## src/rtl/spike_aer_encoder_pkg.sv

```systemverilog
// Shared types and helpers for the spike AER encoder: FSM state encoding,
// default packet width and the FIFO pointer-width function.
package spike_aer_encoder_pkg;

  localparam int AER_BIT_WIDTH_DEF = 32;

  typedef enum logic [1:0] {
    IDLE = 2'd0,
    REQ  = 2'd1,
    WAIT = 2'd2,
    PUSH = 2'd3
  } aerState_t;

  // Pointer width for a power-of-two queue; never narrower than one bit.
  function automatic int ptrWidth(input int depth);
    return (depth > 1) ? $clog2(depth) : 1;
  endfunction

endpackage

```

## src/rtl/aer_fwft_fifo.sv

```systemverilog
// First-word-fall-through circular queue for outgoing AER packets.
// head_data is forced to zero while the queue is empty.
module aer_fwft_fifo
  import spike_aer_encoder_pkg::*;
#(
  parameter int DATA_WIDTH = AER_BIT_WIDTH_DEF,
  parameter int DEPTH      = 4
) (
  input  logic                        clk_i,
  input  logic                        rst_n_i,
  input  logic                        push,
  input  logic [DATA_WIDTH-1:0]       push_data,
  input  logic                        pop,
  output logic [DATA_WIDTH-1:0]       head_data,
  output logic [ptrWidth(DEPTH):0]    count
);

  localparam int PW = ptrWidth(DEPTH);
  localparam logic [PW:0] FULL_CNT = (PW + 1)'(DEPTH);

  logic [DATA_WIDTH-1:0] mem [DEPTH];
  logic [PW-1:0]         wrPtr;
  logic [PW-1:0]         rdPtr;
  logic [PW:0]           countReg;
  logic                  doPop;
  logic                  doPush;

  assign doPop  = pop && (countReg != '0);
  // A push into a full queue is only taken when the head leaves in the same cycle.
  assign doPush = push && ((countReg != FULL_CNT) || doPop);

  always_ff @(posedge clk_i) begin
    if (doPush) begin
      mem[wrPtr] <= push_data;
    end
  end

  always_ff @(posedge clk_i or negedge rst_n_i) begin
    if (!rst_n_i) begin
      wrPtr    <= '0;
      rdPtr    <= '0;
      countReg <= '0;
    end else begin
      if (doPush) begin
        wrPtr <= wrPtr + PW'(1);
      end
      if (doPop) begin
        rdPtr <= rdPtr + PW'(1);
      end
      case ({doPush, doPop})
        2'b10:   countReg <= countReg + (PW + 1)'(1);
        2'b01:   countReg <= countReg - (PW + 1)'(1);
        default: countReg <= countReg;
      endcase
    end
  end

  assign head_data = (countReg != '0) ? mem[rdPtr] : '0;
  assign count     = countReg;

endmodule

```

## src/rtl/spike_aer_encoder.sv

```systemverilog
// Turns neuron fire events into AER packets via a config-port-B lookup and queues them for the router.
// Optional build macro SPIKE_TIMESTAMP_EN replaces the low packet bits with a tick counter.
module spike_aer_encoder
  import spike_aer_encoder_pkg::*;
#(
  parameter int NURN_CNT_BIT_WIDTH = 8,
  parameter int AER_BIT_WIDTH      = AER_BIT_WIDTH_DEF,
  parameter int FIFO_DEPTH         = 4,
  parameter int CFG_RD_LAT         = 2,
  parameter int TS_BIT_WIDTH       = 8
) (
  input  logic                              clk_i,
  input  logic                              rst_n_i,
  input  logic                              fire_valid_i,
  input  logic [NURN_CNT_BIT_WIDTH-1:0]     fire_nurn_i,
  output logic                              fire_ready_o,
  input  logic                              tick_i,
  output logic [NURN_CNT_BIT_WIDTH-1:0]     Addr_Config_B_o,
  output logic                              rdEn_Config_B_o,
  input  logic [AER_BIT_WIDTH-1:0]          SpikeAER_i,
  output logic                              aer_valid_o,
  output logic [AER_BIT_WIDTH-1:0]          aer_data_o,
  input  logic                              aer_ready_i,
  output logic [ptrWidth(FIFO_DEPTH):0]     fifo_cnt_o
);

  localparam int PW = ptrWidth(FIFO_DEPTH);
  localparam logic [PW:0] FIFO_FULL = (PW + 1)'(FIFO_DEPTH);
  localparam logic [2:0]  LAT_LOAD  = 3'(CFG_RD_LAT - 1);

  aerState_t                     stateReg;
  aerState_t                     stateNext;
  logic [2:0]                    latCntReg;
  logic [2:0]                    latCntNext;
  logic [NURN_CNT_BIT_WIDTH-1:0] addrReg;
  logic [NURN_CNT_BIT_WIDTH-1:0] addrNext;
  logic [AER_BIT_WIDTH-1:0]      captureReg;
  logic [AER_BIT_WIDTH-1:0]      captureNext;
  logic [AER_BIT_WIDTH-1:0]      packetWord;
  logic                          fireReady;
  logic                          pushEn;

`ifdef SPIKE_TIMESTAMP_EN
  logic [TS_BIT_WIDTH-1:0] tsReg;
  logic [TS_BIT_WIDTH-1:0] unusedAerLow;

  // Capture samples tsReg before this edge's increment, so a coincident tick is not seen.
  always_ff @(posedge clk_i or negedge rst_n_i) begin
    if (!rst_n_i) begin
      tsReg <= '0;
    end else if (tick_i) begin
      tsReg <= tsReg + TS_BIT_WIDTH'(1);
    end
  end

  assign packetWord   = {SpikeAER_i[AER_BIT_WIDTH-1:TS_BIT_WIDTH], tsReg};
  assign unusedAerLow = SpikeAER_i[TS_BIT_WIDTH-1:0];
`else
  localparam int unusedTsWidth = TS_BIT_WIDTH;
  logic unusedTick;

  assign packetWord = SpikeAER_i;
  assign unusedTick = tick_i;
`endif

  // Ready is held low during reset even though the state already reads IDLE.
  assign fireReady = rst_n_i && (stateReg == IDLE) && (fifo_cnt_o < FIFO_FULL);

  always_comb begin
    stateNext   = stateReg;
    latCntNext  = latCntReg;
    addrNext    = addrReg;
    captureNext = captureReg;
    pushEn      = 1'b0;
    case (stateReg)
      IDLE: begin
        if (fire_valid_i && fireReady) begin
          addrNext  = fire_nurn_i;
          stateNext = REQ;
        end
      end
      REQ: begin
        latCntNext = LAT_LOAD;
        stateNext  = WAIT;
      end
      WAIT: begin
        if (latCntReg == 3'd0) begin
          captureNext = packetWord;
          stateNext   = PUSH;
        end else begin
          latCntNext = latCntReg - 3'd1;
        end
      end
      PUSH: begin
        pushEn    = 1'b1;
        stateNext = IDLE;
      end
      default: stateNext = IDLE;
    endcase
  end

  always_ff @(posedge clk_i or negedge rst_n_i) begin
    if (!rst_n_i) begin
      stateReg   <= IDLE;
      latCntReg  <= '0;
      addrReg    <= '0;
      captureReg <= '0;
    end else begin
      stateReg   <= stateNext;
      latCntReg  <= latCntNext;
      addrReg    <= addrNext;
      captureReg <= captureNext;
    end
  end

  aer_fwft_fifo #(
    .DATA_WIDTH (AER_BIT_WIDTH),
    .DEPTH      (FIFO_DEPTH)
  ) uFifo (
    .clk_i     (clk_i),
    .rst_n_i   (rst_n_i),
    .push      (pushEn),
    .push_data (captureReg),
    .pop       (aer_valid_o && aer_ready_i),
    .head_data (aer_data_o),
    .count     (fifo_cnt_o)
  );

  assign aer_valid_o     = (fifo_cnt_o != '0);
  assign fire_ready_o    = fireReady;
  assign rdEn_Config_B_o = (stateReg == REQ);
  assign Addr_Config_B_o = addrReg;

endmodule

```

## config.mk

```make
export PLATFORM = sky130hd
export DESIGN_NAME = spike_aer_encoder
export DESIGN_NICKNAME = d
export VERILOG_FILES = /design/src/rtl/spike_aer_encoder_pkg.sv /design/src/rtl/aer_fwft_fifo.sv /design/src/rtl/spike_aer_encoder.sv
export SDC_FILE = /design/constraint.sdc
export NUM_CORES = 1
export LEC_CHECK = 0
export CORE_ASPECT_RATIO = 0.75
export CORE_MARGIN = 2
export CORE_UTILIZATION = 45
export CTS_BUF_LIST = sky130_fd_sc_hd__clkbuf_4 sky130_fd_sc_hd__clkbuf_8
export CTS_CLUSTER_SIZE = 24
export DETAILED_ROUTE_END_ITERATION = 10
export PLACE_DENSITY = 0.77
export SYNTH_ARGS = -nofsm -noshare
export SYNTH_HDL_FRONTEND = slang
export SYNTH_SLANG_ARGS = --single-unit
```

## constraint.sdc

```tcl
create_clock -name clk_i -period 2.9 [get_ports clk_i]
set_input_delay 0.87 -clock clk_i [delete_from_list [all_inputs] [get_ports clk_i]]
set_output_delay 0.87 -clock clk_i [all_outputs]
set_load 0.02 [all_outputs]
```

==> Implementation_results.wiki <==
{| class="wikitable"
! Metric !! Value
|-
| Result of the run || complete, no violations
|-
| Internal || approximately 6.5 mW
|-
| Fraction of power spent switching nets || roughly 33%
|-
| Setup WS post-layout || roughly 0.042 ns
|-
| Combinational cell fraction of total power || 39.0%
|-
| Final number of max-transition violations || 0
|-
| Library cell with the highest instance count after synthesis || sky130_fd_sc_hd__edfxtp_1
|-
| Worst-Skew Late Latency || 0.46 ns
|-
| Clock-pin slew on the worst setup and hold paths || roughly 0.080 ns
|-
| I/O pin cnt || 91
|-
| Finished Cell Area || 8691 um^2
|-
| Part of the Yosys area used for sequential elements || 72.04%
|-
| Antenna violations before repair || 0
|-
| CTS buffer count || 17
|-
| DP Worst Slack || -0.03223 ns
|-
| Main flop type after synthesis || sky130_fd_sc_hd__edfxtp_1
|-
| CP startpoint kind || register
|-
| Hold slack || 0.4535 ns
|-
| Port-buffer cells || 89
|-
| Vias per cell || a little over 5
|-
| Synth Net Count || 419
|-
| Reg2Reg Depth || 9
|-
| Total number of nets in the final design || 538
|-
| Count of standard-cell rows || 39
|-
| Cell type with the largest total area after synthesis || sky130_fd_sc_hd__edfxtp_1
|-
| Reg2Reg Launch Point || uFifo.count[0]
|-
| Cell count after synthesis || around 360
|-
| Synthesized cell area || 7142 um^2
|-
| Number of filler cells placed in the layout || 1195
|-
| Maximum capacitance violations || 0
|-
| Buffer type at the clock tree root || sky130_fd_sc_hd__clkbuf_8
|-
| Die H || 113.1 um
|-
| Max Clock Freq || 0.3499 GHz
|-
| Destination of the worst hold path || latCntReg[0]
|-
| IR Drop Worst-Case VDD || 0.0004878 V
|-
| Hold-fix buffer count after cts || 0
|-
| Clock sink count || 180
|-
| Number of instances in the placed design || 660
|-
| Number of global-route vias before repair || 3835
|-
| Global-route wire length before repair || 20780 um
|-
| Number of antenna diodes || 0
|-
| Detailed Route Iter0 Violations || 109
|-
| Largest fanout on the critical path || 8
|-
| Die X || 149.5 um
|-
| Worst hold path class || reg2reg
|-
| Critical Path End Type || output port
|-
| Initial core utilization || 46.46%
|-
| Via count || between 3k and 4k
|-
| Overflow left after global routing || 0
|-
| Core Region || 15370 um^2
|-
| Number of register bits inferred by synthesis || 180
|-
| Endpoints failing setup || 0
|-
| Depth of the worst hold-timing path || 1
|-
| Commonest cells in the synthesized netlist || 128 x sky130_fd_sc_hd__edfxtp_1, 52 x sky130_fd_sc_hd__dfrtp_1, 42 x sky130_fd_sc_hd__mux2_2, 37 x sky130_fd_sc_hd__and2_1, 28 x sky130_fd_sc_hd__mux4_2
|-
| Remaining antenna violation count after routing || 0
|-
| Detailed-routing iteration count for the pre-antenna-repair pass || 4
|-
| Placed cell areas || 8362 um^2
|-
| Share of async-settable or async-resettable flops after synthesis || 28.89%
|-
| Total routed wirelength || 12890 um
|-
| Critical setup path kind || reg2out
|-
| Reg2reg end || uFifo.count[2]
|-
| Placed wire-length estimate after detailed placement || around 8000 um
|-
| Max Root-Sink Buffers || 2
|-
| Final RePlAce weighted congestion || roughly 0.73
|-
| Leakage power total || around 3.2 nW
|-
| Required time at the worst-slack endpoint || roughly 2.0 ns
|-
| Final period util || 98.55%
|-
| Avg Cell Area, Syn || about 20 um^2
|-
| Arrival @ worst endpoint || 1.99 ns
|-
| Worst max-slew margin expressed relative to the limit || 50.48%
|-
| Fraction of layout cells with a size suffix above 1 || 34.76%
|-
| Tightest Pin Transition || approximately 0.74 ns
|-
| Sequential power share || 43.8%
|-
| Clk network pwr share || 17.2%
|-
| Die Outline Area || 16910 um^2
|-
| Library cells used by synthesis || 31
|-
| Area Growth Syn to Fin || 21.69%
|-
| Worst-case clock skew || 0.01409 ns
|-
| RSZ-0062 raised after global routing || true
|-
| Per-cell routed wire length || around 18 um
|-
| Number of endpoints with negative hold slack in the final report || 0
|-
| Minimum clock period || 2.858 ns
|-
| Portion of synthesized cell area occupied by the leading cell type || 53.82%
|-
| Switching power summed over all nets || 3.142 mW
|-
| Count of yosys warnings during synthesis || 0
|-
| Cells taking the most area after synthesis || sky130_fd_sc_hd__edfxtp_1 54%, sky130_fd_sc_hd__dfrtp_1 18%, sky130_fd_sc_hd__mux4_2 8.8%
|-
| Power density over cell area || 1112 nW/um^2
|-
| Post-route DRC || 0
|-
| EDFF count, synth || 128
|-
| CTS tree || built
|-
| GRT Resource Usage Total || 16.85%
|-
| Finished Layout Cells || 697
|-
| Largest net degree at the start of global routing || 53
|-
| Start point of the worst min-delay path || latCntReg[0]
|-
| Maximum level of the CTS H-tree || 4
|-
| R2R setup slack || 0.75 ns
|}
stage by stage:
| stage | TNS, ns | power (mW) | utilization (%) |
|---|---|---|---|
| final | 0 | 9.661 | 56.54 |
| after global routing | -0.1104 | 10.27 | 56.54 |
| after CTS | -0.02016 | 9.764 | 56.49 |
| after detailed placement | -0.1166 | 8.302 | 54.40 |
| after global placement | -0.04709 | 8.126 | 54.40 |
| after floorplan | 0 | 6.687 | - |
power by group through the flow:
stage	sequential, mW	combinational [mW]	clock [mW]
after global routing	4.35	4.10	1.82
after CTS	4.25	3.80	1.72
after global placement	4.25	3.87	0
after detailed placement	4.34	3.96	0
after floorplan	4.23	2.46	0
final	4.23	3.77	1.66
layout make-up:
| class | count | area, um^2 | area share, % |
|---|---|---|---|
| Timing Repair Buffer | 116 | 1013 | 11.66 |
| Clock inverter | 8 | 103.9 | 1.195 |
| Sequential cell | 180 | 5147 | 59.23 |
| Clock buffer | 23 | 285.3 | 3.282 |
| Multi-Input combinational cell | 154 | 1843 | 21.21 |
| Inverter | 11 | 41.29 | 0.4751 |
| Tap cell | 205 | 256.5 | 2.951 |
critical path, cell delays in order, from the launching register on:
cell and delay (ns):
sky130_fd_sc_hd__dfrtp_2 0.39, sky130_fd_sc_hd__buf_8 0.14, sky130_fd_sc_hd__buf_12 0.14, sky130_fd_sc_hd__buf_6 0.10
sky130_fd_sc_hd__mux4_2 0.47, sky130_fd_sc_hd__and2_4 0.17, sky130_fd_sc_hd__buf_6 0.12
kinds of logic after synthesis:
group	synth area share (%)
and+or+nand+nor	4.345
buffers and inverters	2.330
DFF	72.04
muxes	17.34
xor gates and xnor gates	0.7358
AOI/OAI and AO/OA	0.8235
adders and majority gates	2.383
sequential cells by signal (all words and copies together), names as in the netlist:
register,count
latCntReg,3
stateReg,2
uFifo.wrPtr,2
captureReg,32
uFifo.count,3
uFifo.rdPtr,2
Addr_Config_B_o,8
uFifo.mem,128
cell usage in the layout, fill, tap and decap left out, types with 4 or more instances in the layout:
master                            count
sky130_fd_sc_hd__xnor2_1              4
sky130_fd_sc_hd__ha_1                12
sky130_fd_sc_hd__nor2_1               4
sky130_fd_sc_hd__clkbuf_8            18
sky130_fd_sc_hd__inv_1               11
sky130_fd_sc_hd__mux4_2              28
sky130_fd_sc_hd__and2_2               4
sky130_fd_sc_hd__edfxtp_1           128
sky130_fd_sc_hd__clkbuf_4             5
sky130_fd_sc_hd__dfrtp_1             50
sky130_fd_sc_hd__and2_1              30
sky130_fd_sc_hd__buf_8                4
sky130_fd_sc_hd__buf_2               29
sky130_fd_sc_hd__mux4_1               4
sky130_fd_sc_hd__mux2_2              42
sky130_fd_sc_hd__clkdlybuf4s50_1     54
sky130_fd_sc_hd__buf_4               18
sky130_fd_sc_hd__buf_6                4
what timing repair did:
action,in CTS,in global routing
gates resized for setup,130,15
endpoints found under the hold margin,0,0
endpoints found under the setup margin,34,13
setup buffers,4,2
routing by layer:
layer | GRT usage, % | share of wire, % | wire, um
met4 | 6.095 | 1.4 | 176
met2 | 27.49 | 50 | 6462
met1 | 21.91 | 43 | 5562
met5 | 0 | 0 | 0
met3 | 4.637 | 5.4 | 690
worst max-delay path by stage:
stage | start | endpoint | slack (ns)
after global routing | uFifo.rdPtr[0] | aer_data_o[20] | -0.04
after CTS | uFifo.rdPtr[0] | aer_data_o[20] | -0.02
after floorplan | aer_ready_i | uFifo.count[2] | 0.55
after global placement | uFifo.rdPtr[0] | aer_data_o[25] | -0.03
final | uFifo.rdPtr[0] | aer_data_o[20] | 0.04
after detailed placement | uFifo.rdPtr[0] | aer_data_o[25] | -0.03
Note: power is estimated with default switching activity, not from simulation.
